`config.mk`:
```
export PLATFORM = sky130hd
export DESIGN_NAME = sti_so_rx
export DESIGN_NICKNAME = d
export VERILOG_FILES = /design/src/rtl/sti_so_rx.sv
export SDC_FILE = /design/constraint.sdc
export NUM_CORES = 1
export LEC_CHECK = 0
export CAP_MARGIN = 10
export CORE_MARGIN = 5
export CORE_UTILIZATION = 50
export CTS_CLUSTER_SIZE = 25
export DETAILED_ROUTE_END_ITERATION = 12
export PLACE_DENSITY = 0.67
export SKIP_CTS_REPAIR_TIMING = 1
export SLEW_MARGIN = 20
export SYNTH_ARGS = -nofsm -noshare
export SYNTH_HDL_FRONTEND = slang
export SYNTH_SLANG_ARGS = --single-unit
```
`constraint.sdc`:
```
create_clock -name clk -period 5.25 [get_ports clk]
set_input_delay 1.05 -clock clk [delete_from_list [all_inputs] [get_ports clk]]
set_output_delay 1.05 -clock clk [all_outputs]
set_load 0.02 [all_outputs]
```
`src/rtl/sti_so_rx.sv`:
```
// Serial receive stage for the STI transmitter output: reassembles MSB-first
// bits into bytes, buffers them in a fall-through FIFO and tracks word stats.
module sti_so_rx #(
  parameter int FIFO_DEPTH = 4
) (
  input  logic        clk,
  input  logic        reset,
  input  logic        so_data,
  input  logic        so_valid,
  output logic [7:0]  m_data,
  output logic        m_valid,
  input  logic        m_ready,
  output logic [15:0] byte_cnt,
  output logic [7:0]  word_cnt,
  output logic        overflow,
  output logic        frag_err
);

  localparam int AW = (FIFO_DEPTH > 1) ? $clog2(FIFO_DEPTH) : 1;
  localparam int CW = AW + 1;

  logic [7:0]    sh_q, sh_d;
  logic [2:0]    bit_cnt_q, bit_cnt_d;
  logic          prev_valid_q;
  logic [7:0]    mem_q [FIFO_DEPTH];
  logic [AW-1:0] wr_ptr_q, wr_ptr_d;
  logic [AW-1:0] rd_ptr_q, rd_ptr_d;
  logic [CW-1:0] cnt_q, cnt_d;
  logic [15:0]   byte_cnt_q, byte_cnt_d;
  logic [7:0]    word_cnt_q, word_cnt_d;
  logic          overflow_q, overflow_d;
  logic          frag_err_q, frag_err_d;

  logic          push_s;
  logic [7:0]    push_data_s;
  logic          pop_s;
  logic          accept_s;

  // Bit assembly, byte completion and word-end fragment handling
  always_comb begin
    sh_d        = sh_q;
    bit_cnt_d   = bit_cnt_q;
    word_cnt_d  = word_cnt_q;
    frag_err_d  = frag_err_q;
    push_s      = 1'b0;
    push_data_s = 8'h00;
    if (so_valid) begin
      sh_d      = {sh_q[6:0], so_data};
      bit_cnt_d = bit_cnt_q + 3'd1;
      if (bit_cnt_q == 3'd7) begin
        push_s      = 1'b1;
        push_data_s = {sh_q[6:0], so_data};
      end else begin
        push_s      = 1'b0;
      end
    end else if (prev_valid_q) begin
      word_cnt_d = word_cnt_q + 8'd1;
      if (bit_cnt_q != 3'd0) begin
        // Partial byte: left-align the received bits, zero-pad below
        push_s      = 1'b1;
        push_data_s = sh_q << (4'd8 - {1'b0, bit_cnt_q});
        frag_err_d  = 1'b1;
        bit_cnt_d   = 3'd0;
      end else begin
        push_s      = 1'b0;
      end
    end else begin
      push_s = 1'b0;
    end
  end

  // FIFO bookkeeping; a pop frees the slot for a same-cycle push
  always_comb begin
    pop_s      = (cnt_q != '0) && m_ready;
    accept_s   = push_s && ((cnt_q < CW'(FIFO_DEPTH)) || pop_s);
    overflow_d = overflow_q | (push_s & ~accept_s);
    byte_cnt_d = byte_cnt_q + {15'd0, accept_s};
    wr_ptr_d   = accept_s ? wr_ptr_q + AW'(1) : wr_ptr_q;
    rd_ptr_d   = pop_s    ? rd_ptr_q + AW'(1) : rd_ptr_q;
    case ({accept_s, pop_s})
      2'b10:   cnt_d = cnt_q + CW'(1);
      2'b01:   cnt_d = cnt_q - CW'(1);
      default: cnt_d = cnt_q;
    endcase
  end

  // State registers
  always_ff @(posedge clk or posedge reset) begin
    if (reset) begin
      sh_q         <= 8'h00;
      bit_cnt_q    <= 3'd0;
      prev_valid_q <= 1'b0;
      wr_ptr_q     <= '0;
      rd_ptr_q     <= '0;
      cnt_q        <= '0;
      byte_cnt_q   <= 16'd0;
      word_cnt_q   <= 8'd0;
      overflow_q   <= 1'b0;
      frag_err_q   <= 1'b0;
    end else begin
      sh_q         <= sh_d;
      bit_cnt_q    <= bit_cnt_d;
      prev_valid_q <= so_valid;
      wr_ptr_q     <= wr_ptr_d;
      rd_ptr_q     <= rd_ptr_d;
      cnt_q        <= cnt_d;
      byte_cnt_q   <= byte_cnt_d;
      word_cnt_q   <= word_cnt_d;
      overflow_q   <= overflow_d;
      frag_err_q   <= frag_err_d;
    end
  end

  // FIFO storage
  always_ff @(posedge clk or posedge reset) begin
    if (reset) begin
      for (int i = 0; i < FIFO_DEPTH; i++) mem_q[i] <= 8'h00;
    end else if (accept_s) begin
      mem_q[wr_ptr_q] <= push_data_s;
    end else begin
      mem_q[wr_ptr_q] <= mem_q[wr_ptr_q];
    end
  end

  assign m_data   = mem_q[rd_ptr_q];
  assign m_valid  = (cnt_q != '0);
  assign byte_cnt = byte_cnt_q;
  assign word_cnt = word_cnt_q;
  assign overflow = overflow_q;
  assign frag_err = frag_err_q;

endmodule

```
After elaboration in Yosys (flattened, before gate mapping)

Index checks and enable logic that the tools add are counted.

$add $sub $neg: 8
$lt $le $gt $ge: 4
Eq/ne operators: 3
Shifts and indexed selects: 1
Muxes and demuxes: 23
Bitwise gates (word level): 6
Reductions and logical operators: 12

Operators by type and width:

| operator                                                   | number |
|---|---|
| two-way mux 8 bit                                          | 9 |
| bitwise mux 32 bit                                         | 2 |
| binary-select mux 8 bit (select 2 bit)                     | 2 |
| two-way mux 32 bit                                         | 1 |
| adder 16 x 1 -> 16 bit                                     | 1 |
| demux 8 bit (select 2 bit)                                 | 1 |
| two-way mux 3 bit                                          | 3 |
| adder 8 x 1 -> 8 bit, second input constant                | 1 |
| << shifter 8 x 4 -> 8 bit                                  | 1 |
| adder 3 x 1 -> 3 bit, second input constant                | 2 |
| greater-or-equal comparator 3 bit, second input constant   | 2 |
| inverter 2 -> 3 bit                                        | 2 |
| case mux 3 bit (2 select lines)                            | 1 |
| nonzero test 2 bit                                         | 3 |
| nonzero test 3 bit                                         | 2 |
| adder 2 x 1 -> 2 bit, second input constant                | 2 |
| two-way mux 1 bit                                          | 4 |
| AND reduction 2 bit                                        | 2 |
| subtractor 4 x 3 -> 4 bit, first input constant            | 1 |
| equality test 3 bit, second input constant                 | 1 |
| logical AND 1 bit                                          | 3 |
| less-than comparator 3 x 1 -> 1 bit, second input constant | 1 |
| less-than comparator 3 bit, second input constant          | 1 |
| AND reduction 3 bit                                        | 1 |
| other kinds (7)                                            | 8 |

Bits in registers: 77
Input port bits: 5
Output and inout port bits: 35
Word-level logic and storage cells: 71

Depth between registers and ports, before layout

Gate-level depths: netlist (run 1).

Depth in word-level cells: 8
Mapped depth: 14
Gate-level depth less buffers: 12

Least setup slack after synthesis (run 1)

No wires, ideal clock.

Path kind: in2reg
Start point: input so_valid
End point: register byte_cnt_q[15], in the netlist byte_cnt[15]
Library setup time: 128 ps
Arrival time: 2813 ps
Data required time: 5122 ps
Slack: 2308 ps
Stages on the path: 10
Path through: buf_6 nor3b_4 o21a_1 buf_4 buf_2 ha_1 and4_1 clkbuf_1 nand4_1 xnor2_1

Cells in the longest elaborated chain, start to end: 3

Ends and longest elaborated chain:

| item                   | RTL line | text |
|---|---|---|
| start, declared        | 9        | `input logic so_valid,` |
| two-way mux 1 bit      | 47       | `if (so_valid) begin` |
| logical AND 1 bit      | 75       | `accept_s = push_s && ((cnt_q < CW'(FIFO_DEPTH)) \|\| pop_s);` |
| adder 16 x 1 -> 16 bit | 77       | `byte_cnt_d = byte_cnt_q + {15'd0, accept_s};` |
| net byte_cnt_d[15]     | 29       | `logic [15:0] byte_cnt_q, byte_cnt_d;` |
| end signal, assigned   | 107      | `byte_cnt_q <= byte_cnt_d;` |
| end, declared          | 29       |  |

The timed path passes the listed nets, and every way through them passes these cells.
A chain may end at the register's enable or synchronous reset.

Final worst setup path (run 1)

Start point: register rd_ptr_q[0]
End point: output m_data[5]

Cells in the longest elaborated chain, start to end: 4

Ends and longest elaborated chain:

| item                                                 | RTL line | text |
|---|---|---|
| start, declared                                      | 27       | `logic [AW-1:0] rd_ptr_q, rd_ptr_d;` |
| start signal, assigned                               | 105      | `rd_ptr_q <= rd_ptr_d;` |
| inverter 2 -> 3 bit (not written as such)            | 125      | `assign m_data = mem_q[rd_ptr_q];` |
| binary-select mux 8 bit (select 2 bit)               | 125      |  |
| two-way mux 8 bit (not written as such) (2 in a row) | 125      |  |
| end, declared                                        | 10       | `output logic [7:0] m_data,` |

Every way passes these cells. The select of a mux whose other input is x is not followed.

==> impl_summary.md, run 1 <==
Worst setup path
The worst endpoint required time is 4.20 ns. The worst register-to-register path begins at bit_cnt_q[0]. Of all nets on the critical path, the largest fanout is 10.

Measured in cells, the most critical reg-to-reg path has a length of 10. The worst setup path is launched from a register. The start-to-end type of the worst setup path is register to output port.

The register-to-register setup slack is about 2.3 ns. The endpoint of the most critical register-to-register path is byte_cnt[9]. For the worst setup path, the data arrival time is 2.26 ns.

The worst setup path is captured at an output port.

STA
The worst pin sits at a relative slew slack of a little over two fifths. Setup repair after global routing left no endpoint under its margin. The hold violation total from the final report came to 0. The final setup TNS is 0 ns. The worst clock skew is 0.00824 ns.

The number of failing setup endpoints in the final timing report is 0. The fraction of the cycle the final worst path needs is 63.0%. The actual transition at the worst max-transition pin is about 0.84 ns. Derived from the worst setup path, the maximum achievable clock frequency is 302 MHz. The final number of max-transition violations was 0. The minimum period implied by the final worst setup slack is 3.31 ns. The worst setup slack after layout is 1.94 ns.

Min path
The startpoint identified for the worst hold timing path is word_cnt[7]. For hold timing, the worst endpoint is word_cnt[7]. Counting instances, the worst hold path has a depth of 1. The tightest min-delay check is of the register to register type.

Final layout
The net count reported at finish is 396. The count of placed standard cells in the final layout, fillers left out is just under 500. The count of inserted antenna diode cells is 0. The area growth from synthesis to final layout is 16.4%.

The ratio of cells with drive above 1 in the final layout is between 10% and 20%. The finished cells cover around 0.0047 mm2.

Clock tree
The clock latency on the worst-skew pair is 0.35 ns. The clock tree synthesis step divided the H-tree into 3 levels. TritonCTS created 9 clock buffers.

The clock root buffer is sky130_fd_sc_hd__clkbuf_8. After clock tree synthesis, the clock-pin slew on the worst setup and hold paths is 0.07 ns. Counting every sink on the clock net gives 77.

TritonCTS built the clock tree. Counting along the longest clock path gives a buffer depth of 2.

Place
Buffers placed on the I/O ports in this run total 39. In this run, placement finished with an instance count of ~470. The minimum setup slack after placement is 1.70 ns.

The placement-stage cell area is 0.00451 mm2. Summed over all nets, the half-perimeter wirelength after detailed placement is around 6.0 mm. The weighted congestion at the end of routability-driven global placement is slightly above 0.8.

Drt
Wires add up to 8.69 mm. The residual antenna-violating net count after detailed routing is 0. In the routed design, unresolved DRC markers number 0.

For this block, the initial DRC count from the detailed router was 99. After detailed routing, the average wire length per cell comes to 17.9 um. The first detailed-routing pass ran for 4 iterations. Using the TritonRoute via totals, the vias-per-cell ratio works out to 5.83. The routed layout has 2829 vias.

Global route
Global routing finished with a remaining overflow of 0. The first global-routing pass estimated around 15 mm of wire. The number of global-route vias before repair is 2937.

The maximum number of pins on one net before global-route repair is 42. The overall routing resource usage is about a fifth. The initial antenna violation count is 0.

Floorplanning
From bottom edge to top edge, the die measures about 100 um. The total core area is 0.00781 mm2. The die covers roughly 0.01 mm2. The total number of placement rows is 32. The initial core utilization is between 50% and 60%. The count of pins on the block boundary is 40. The floorplan die width is between 100 and 150 um.

Logic synthesis
Of the synthesized area, sequential elements account for 47.5%. sky130_fd_sc_hd__dfrtp_1 is the most common cell in the netlist. A synthesized cell averages between 10 and 15 um2. The number of warnings reported in the yosys synthesis log is 0.

By area the synthesized netlist is led by sky130_fd_sc_hd__dfrtp_1, sky130_fd_sc_hd__mux4_2, sky130_fd_sc_hd__o2bb2ai_1, sky130_fd_sc_hd__xnor2_1, sky130_fd_sc_hd__ha_1. The net count after synthesis is 360. The unique cell type count in the Yosys netlist is 49. After synthesis, the largest area contributor takes up 47.5% of total cell area.

The cell type with the highest aggregate area in the netlist is sky130_fd_sc_hd__dfrtp_1. The share of synthesized registers carrying an async set or reset is 100%. The mapped cell area is 0.00405 mm2. In the synthesized netlist, the cells that appear most often are sky130_fd_sc_hd__dfrtp_1, sky130_fd_sc_hd__nand2_1, sky130_fd_sc_hd__o21ai_0. The synthesized design contains 0 enable-type register cells. In the synthesized netlist, the number of instances is 342. The dominant synthesized flop cell is sky130_fd_sc_hd__dfrtp_1. The number of storage elements in the synthesis netlist is 77.

Outcome
The run finished with clean final reports.

Power
For this design the static power due to leakage is 1.99 nW. The worst voltage drop across the vdd grid is 0.000300 V. For this design the ratio of total power to cell area is 583 mW/mm2.

Job
The tool flagged a number of max-cap violations equal to 0.
==> power breakdown <==
part           leakage (nW)  total [mW]  switching, mW  internal, mW
logic                 0.909        1.23          0.624         0.603
clock network         0.101       0.477          0.209         0.268
registers             0.980        1.05          0.257         0.790
==> cell type report <==
| class | count | area (um2) |
|---|---|---|
| clock inverter | 4 | 72.6 |
| multi-input combinational | 231 | 1980 |
| sequential | 77 | 1930 |
| fill | 665 | 3090 |
| tap | 102 | 128 |
| clock buffer | 12 | 135 |
| inverter | 17 | 63.8 |
| timing repair buffer | 42 | 413 |
==> metrics by stage <==
step	hold WS, ns	power, mW	utilization, %
finish	0.474	2.75	60.4
global route	0.492	2.95	60.4
CTS	0.483	2.78	60.4
detailed placement	0.469	2.29	57.8
global placement	0.451	2.26	57.8
floorplan	0.456	1.88	-
==> sequential cells by signal (all words and copies together), names as in the netlist <==
signal	cells
byte_cnt	16
sh_q	8
cnt_q	3
prev_valid_q	1
word_cnt	8
wr_ptr_q	2
bit_cnt_q	3
overflow	1
rd_ptr_q	2
mem_q	32
frag_err	1
==> how the worst max path moves through the flow <==
stage / from / to / slack (ns) / cells past startpoint
after floorplan: reset / bit_cnt_q[0] / 2.23 / 1
after global placement: so_valid / byte_cnt[9] / 1.78 / 9
after detailed placement: so_valid / byte_cnt[9] / 1.70 / 9
after CTS: rd_ptr_q[0] / m_data[5] / 1.89 / 2
after global routing: rd_ptr_q[0] / m_data[2] / 1.81 / 2
final: rd_ptr_q[0] / m_data[5] / 1.94 / 2
==> layout by cell type (no fill, tap or decap), types with 4 or more instances in the layout <==
| master | instances |
|---|---|
| sky130_fd_sc_hd__mux2_2 | 9 |
| sky130_fd_sc_hd__mux2i_1 | 8 |
| sky130_fd_sc_hd__xor2_1 | 10 |
| sky130_fd_sc_hd__and3_1 | 7 |
| sky130_fd_sc_hd__xnor2_1 | 18 |
| sky130_fd_sc_hd__dfrtp_1 | 77 |
| sky130_fd_sc_hd__nor2_1 | 7 |
| sky130_fd_sc_hd__o2bb2ai_1 | 20 |
| sky130_fd_sc_hd__mux4_2 | 18 |
| sky130_fd_sc_hd__clkdlybuf4s50_1 | 39 |
| sky130_fd_sc_hd__o21ai_1 | 4 |
| sky130_fd_sc_hd__ha_1 | 12 |
| sky130_fd_sc_hd__nand4_1 | 5 |
| sky130_fd_sc_hd__nand2_1 | 33 |
| sky130_fd_sc_hd__clkbuf_8 | 9 |
| sky130_fd_sc_hd__nand3_1 | 9 |
| sky130_fd_sc_hd__inv_1 | 15 |
| sky130_fd_sc_hd__o21ai_0 | 29 |
| sky130_fd_sc_hd__o221ai_1 | 5 |
==> logic make-up after synthesis <==
kind of cell,synth area share (%)
AOI/OAI and AO/OA,13.6
buffers and inverters,3.64
xor gates and xnor gates,6.05
adders and majority gates,4.20
DFF,47.5
muxes,14.5
and+or+nand+nor,10.5
==> worst max-delay path, cell delays in order, from the launching register on <==
cell                              delay, ns
sky130_fd_sc_hd__dfrtp_1               0.76
sky130_fd_sc_hd__mux4_2                0.58
sky130_fd_sc_hd__clkdlybuf4s50_1       0.57
==> layer usage <==
metal | vias up | GRT usage (%) | share of wire, %
met5 | - | 0 | 0
met4 | 0 | 5.60 | 1.0
met3 | 9 | 5.14 | 5.2
met2 | 87 | 29.9 | 48
met1 | 1408 | 26.1 | 46
li1 | 1325 | - | -
No activity file was read; power rests on OpenSTA's default activity.
==> inputs of run 2 (changes only) <==
Clock period 5.25 ns to 3.3 ns, I/O delays scaled along.
==> run 2 against run 1 <==
Compared with the run above: register-to-register slack worse by 1.8 ns; routed wire length decreased by 2.5%; core utilization up 0.62 points; setup slack lost 1.5 ns; via count decreased by 0.42%; non-clock buffer count rose by 3; first-iteration DRC count rose by 27%; cell count increased by 0.62%; cell area increased by 1.0%; die area unchanged; critical path type unchanged; largest cell class unchanged; largest power group unchanged.
==> impl_summary.md, run 2 (synthesis gave the netlist of run 1 again) <==
Worst setup path
The register-to-register setup slack is 0.49 ns (-1.81 ns). Broken down by cell family, the worst path's largest delay share belongs to flip-flops. The endpoint of the most critical register-to-register path is byte_cnt[15]. The capture point of the worst path is m_data[5]. The worst endpoint required time is 2.64 ns (-1.56 ns). The number of cells on the critical path is 2 (unchanged). By startpoint and endpoint, the worst setup path is classified as register to output port.

The launching element of the worst setup path is rd_ptr_q[0]. The worst setup path is launched from a register. The signal on the critical path passes through mux4_2 -> clkdlybuf4s50_1. The critical path's slowest cell is sky130_fd_sc_hd__dfrtp_1. The biggest fanout along the worst timing path is 8 (-2). The type of element capturing the critical path is an output port. The origin of the critical flop-to-flop path is bit_cnt_q[0]. The maximum cell stage delay along the critical path came to 0.72 ns (-0.04 ns). The data arrival time at the worst-slack endpoint is 2.23 ns (-0.03 ns).

The number of buffers and inverters on the critical path is 1 (unchanged). The depth of the most critical reg-to-reg path is 9 (-1).

Global route
The layer with the highest usage after global routing is met2. The overflow left after global routing was 0 (unchanged). The number of global-route vias before repair is 2849 (-3.0%). The overall routing resource usage is 18.4% (-0.62 points). The met2 track demand over resource in global routing came to 28.2% (-1.7 points). The met3 usage in global routing is 4.45% (-0.69 points). The initial antenna violation count is 0 (unchanged). The maximum number of pins on one net before global-route repair was 78 (+86%). The global-route wire length before repair came to 14.4 mm (-3.1%).

The routing usage on met1 is 25.6% (-0.53 points).

Final layout
The core utilization of the finished layout is 61.0% (+0.62 points). The net count reported at finish is 399 (+0.76%). The final design area excluding fillers is 0.00477 mm2 (+1.0%). The ratio of cells with drive above 1 in the final layout is 15.8% (+1.4 points). The count of inserted antenna diode cells is 0 (unchanged). The area growth from synthesis to final layout is 17.6%.

Counting flops per register, the top entry is mem_q. The commonest non-fill, non-tap cell in the layout is sky130_fd_sc_hd__dfrtp_1. The number of flip-flops under the largest register name is 32 (unchanged).

The count of fill cells added during filler insertion was 650 (-2.3%). The library cells used most frequently in the layout, excluding fill and tap cells, are sky130_fd_sc_hd__dfrtp_1, sky130_fd_sc_hd__clkdlybuf4s50_1, sky130_fd_sc_hd__nand2_1.

STA
The final setup TNS was 0 ns (unchanged). The number of failing setup endpoints in the final timing report is 0 (unchanged). Based on the critical path, the design can be clocked at up to 347 MHz.

The actual transition at the worst max-transition pin is 0.633 ns (-0.209 ns). The final number of max-transition violations is 0 (unchanged). The fraction of the cycle the final worst path needs is 87.4%.

The worst clock skew is 0.0101 ns (+0.00184 ns). Setup repair after global routing left no endpoint under its margin. The headroom to the max-slew limit came to 57.8% (+14 points). The hold violation total from the final report is 0 (unchanged). The routed design could run at a clock period as short as about 2.9 ns.

Floorplanning
The initial core utilization is 51.9% (unchanged). The total number of placement rows is 32 (unchanged). The vertical die dimension is 100 um (unchanged).

The floorplan die width is 100 um (unchanged). The count of pins on the block boundary is 40 (unchanged). The floorplan die area is 0.0100 mm2 (unchanged). The total core area is 0.00781 mm2 (unchanged).

Drt
The number of vias after detailed routing is 2817 (-0.42%). The detail-routed net length per standard cell is 17.3 um (-3.1%). The residual DRC count was 0 (unchanged). The wire length after detailed routing is 8.47 mm (-2.5%). The residual antenna-violating net count after detailed routing is 0 (unchanged). The first-iteration detailed-routing DRC count is 126 (+27%).

The first-pass detailed-route iteration total is 5 (+1). The routed via count divided by cell count is 5.77 (-1.0%).

Min path
The kind of path behind the tightest hold check is register to register.

Place
The number of port buffers is 39 (unchanged). The placement-stage cell area came to 0.00454 mm2 (+0.78%). The weighted congestion at the end of routability-driven global placement came to 0.799 (-2.1%).

The detailed placer's ending HPWL is 5.90 mm (-1.6%).

Power
The cell leakage power is 2.03 nW (+1.8%). The worst voltage drop across the vdd grid is 0.000456 V (+52%). The power per standard cell area came to 926 mW/mm2 (+59%).

Clock tree
The buffer levels on the longest clock path came to 2 (unchanged). The clock latency on the worst-skew pair was 0.35 ns (about the same). The H-tree level count came to 3 (unchanged). The CTS tree is yes. The root buffer cell chosen for the clock tree is sky130_fd_sc_hd__clkbuf_8. The clock transition at the registers of the reported paths was 0.08 ns (about the same). The number of buffers created by CTS is 9 (unchanged). The sink count of the clock tree came to 77 (unchanged).

Job
The max-cap check violation count is 0 (unchanged).

Outcome
The flow ran to the end, and the final reports show no timing, DRC or antenna violations.
==> run 2: cell types whose count changed in the layout (fill, tap and decap cells not counted), sizes merged <==
cell      previous run  this run
clkinvlp             1         0
clkbuf              12        10
clkinv               1         3
buf                  3         6
inv                 17        18
==> run 2: per-layer routing <==
| layer | share of wire, % | routed length (um) |
|---|---|---|
| met3 | 4.8 | 403 |
| met2 | 47 | 4020 |
| met1 | 46 | 3880 |
| met5 | 0 | 0 |
| met4 | 1.9 | 159 |
==> run 2: how the worst min path moves through the flow <==
stage               startpoint       end  slack [ns]  cells after the start
floorplan             cnt_q[2]  cnt_q[2]        0.46                      1
global placement      frag_err  frag_err        0.45                      1
detailed placement    frag_err  frag_err        0.46                      1
CTS                   frag_err  frag_err        0.47                      1
global route          frag_err  frag_err        0.48                      1
finish                frag_err  frag_err        0.47                      1
==> run 2: through the flow <==
stage          cells  hold WS (ns)  total power [mW]  worst slack (ns)
2_1_floorplan    342         0.456              2.98             0.452
3_3_place_gp     472         0.452              3.61             0.490
3_5_place_dp     472         0.457              3.65             0.445
4_1_cts          488         0.474              4.46             0.365
5_1_grt          488         0.479              4.74             0.203
6_report         488         0.473              4.42             0.414
==> run 2: area by class of cell <==
cell class	count	area [um2]	area share, %
multi-input combinational	231	1980	41.5
timing repair buffer	45	448	9.40
clock buffer	10	138	2.89
tap	102	128	2.68
sequential	77	1930	40.4
clock inverter	6	83.8	1.76
inverter	17	63.8	1.34
==> run 2: power by group <==
group | total (mW) | switching, mW | internal, mW
registers | 1.65 | 0.392 | 1.26
clock network | 0.792 | 0.346 | 0.445
logic | 1.97 | 1.00 | 0.972
total | 4.42 | 1.74 | 2.67
==> inputs of run 3 (changes only) <==
Settings changed: SKIP_CTS_REPAIR_TIMING 1 to unset.
==> results of run 3 <==
The final DEF is identical to that of run 2; final timing and power are the same.
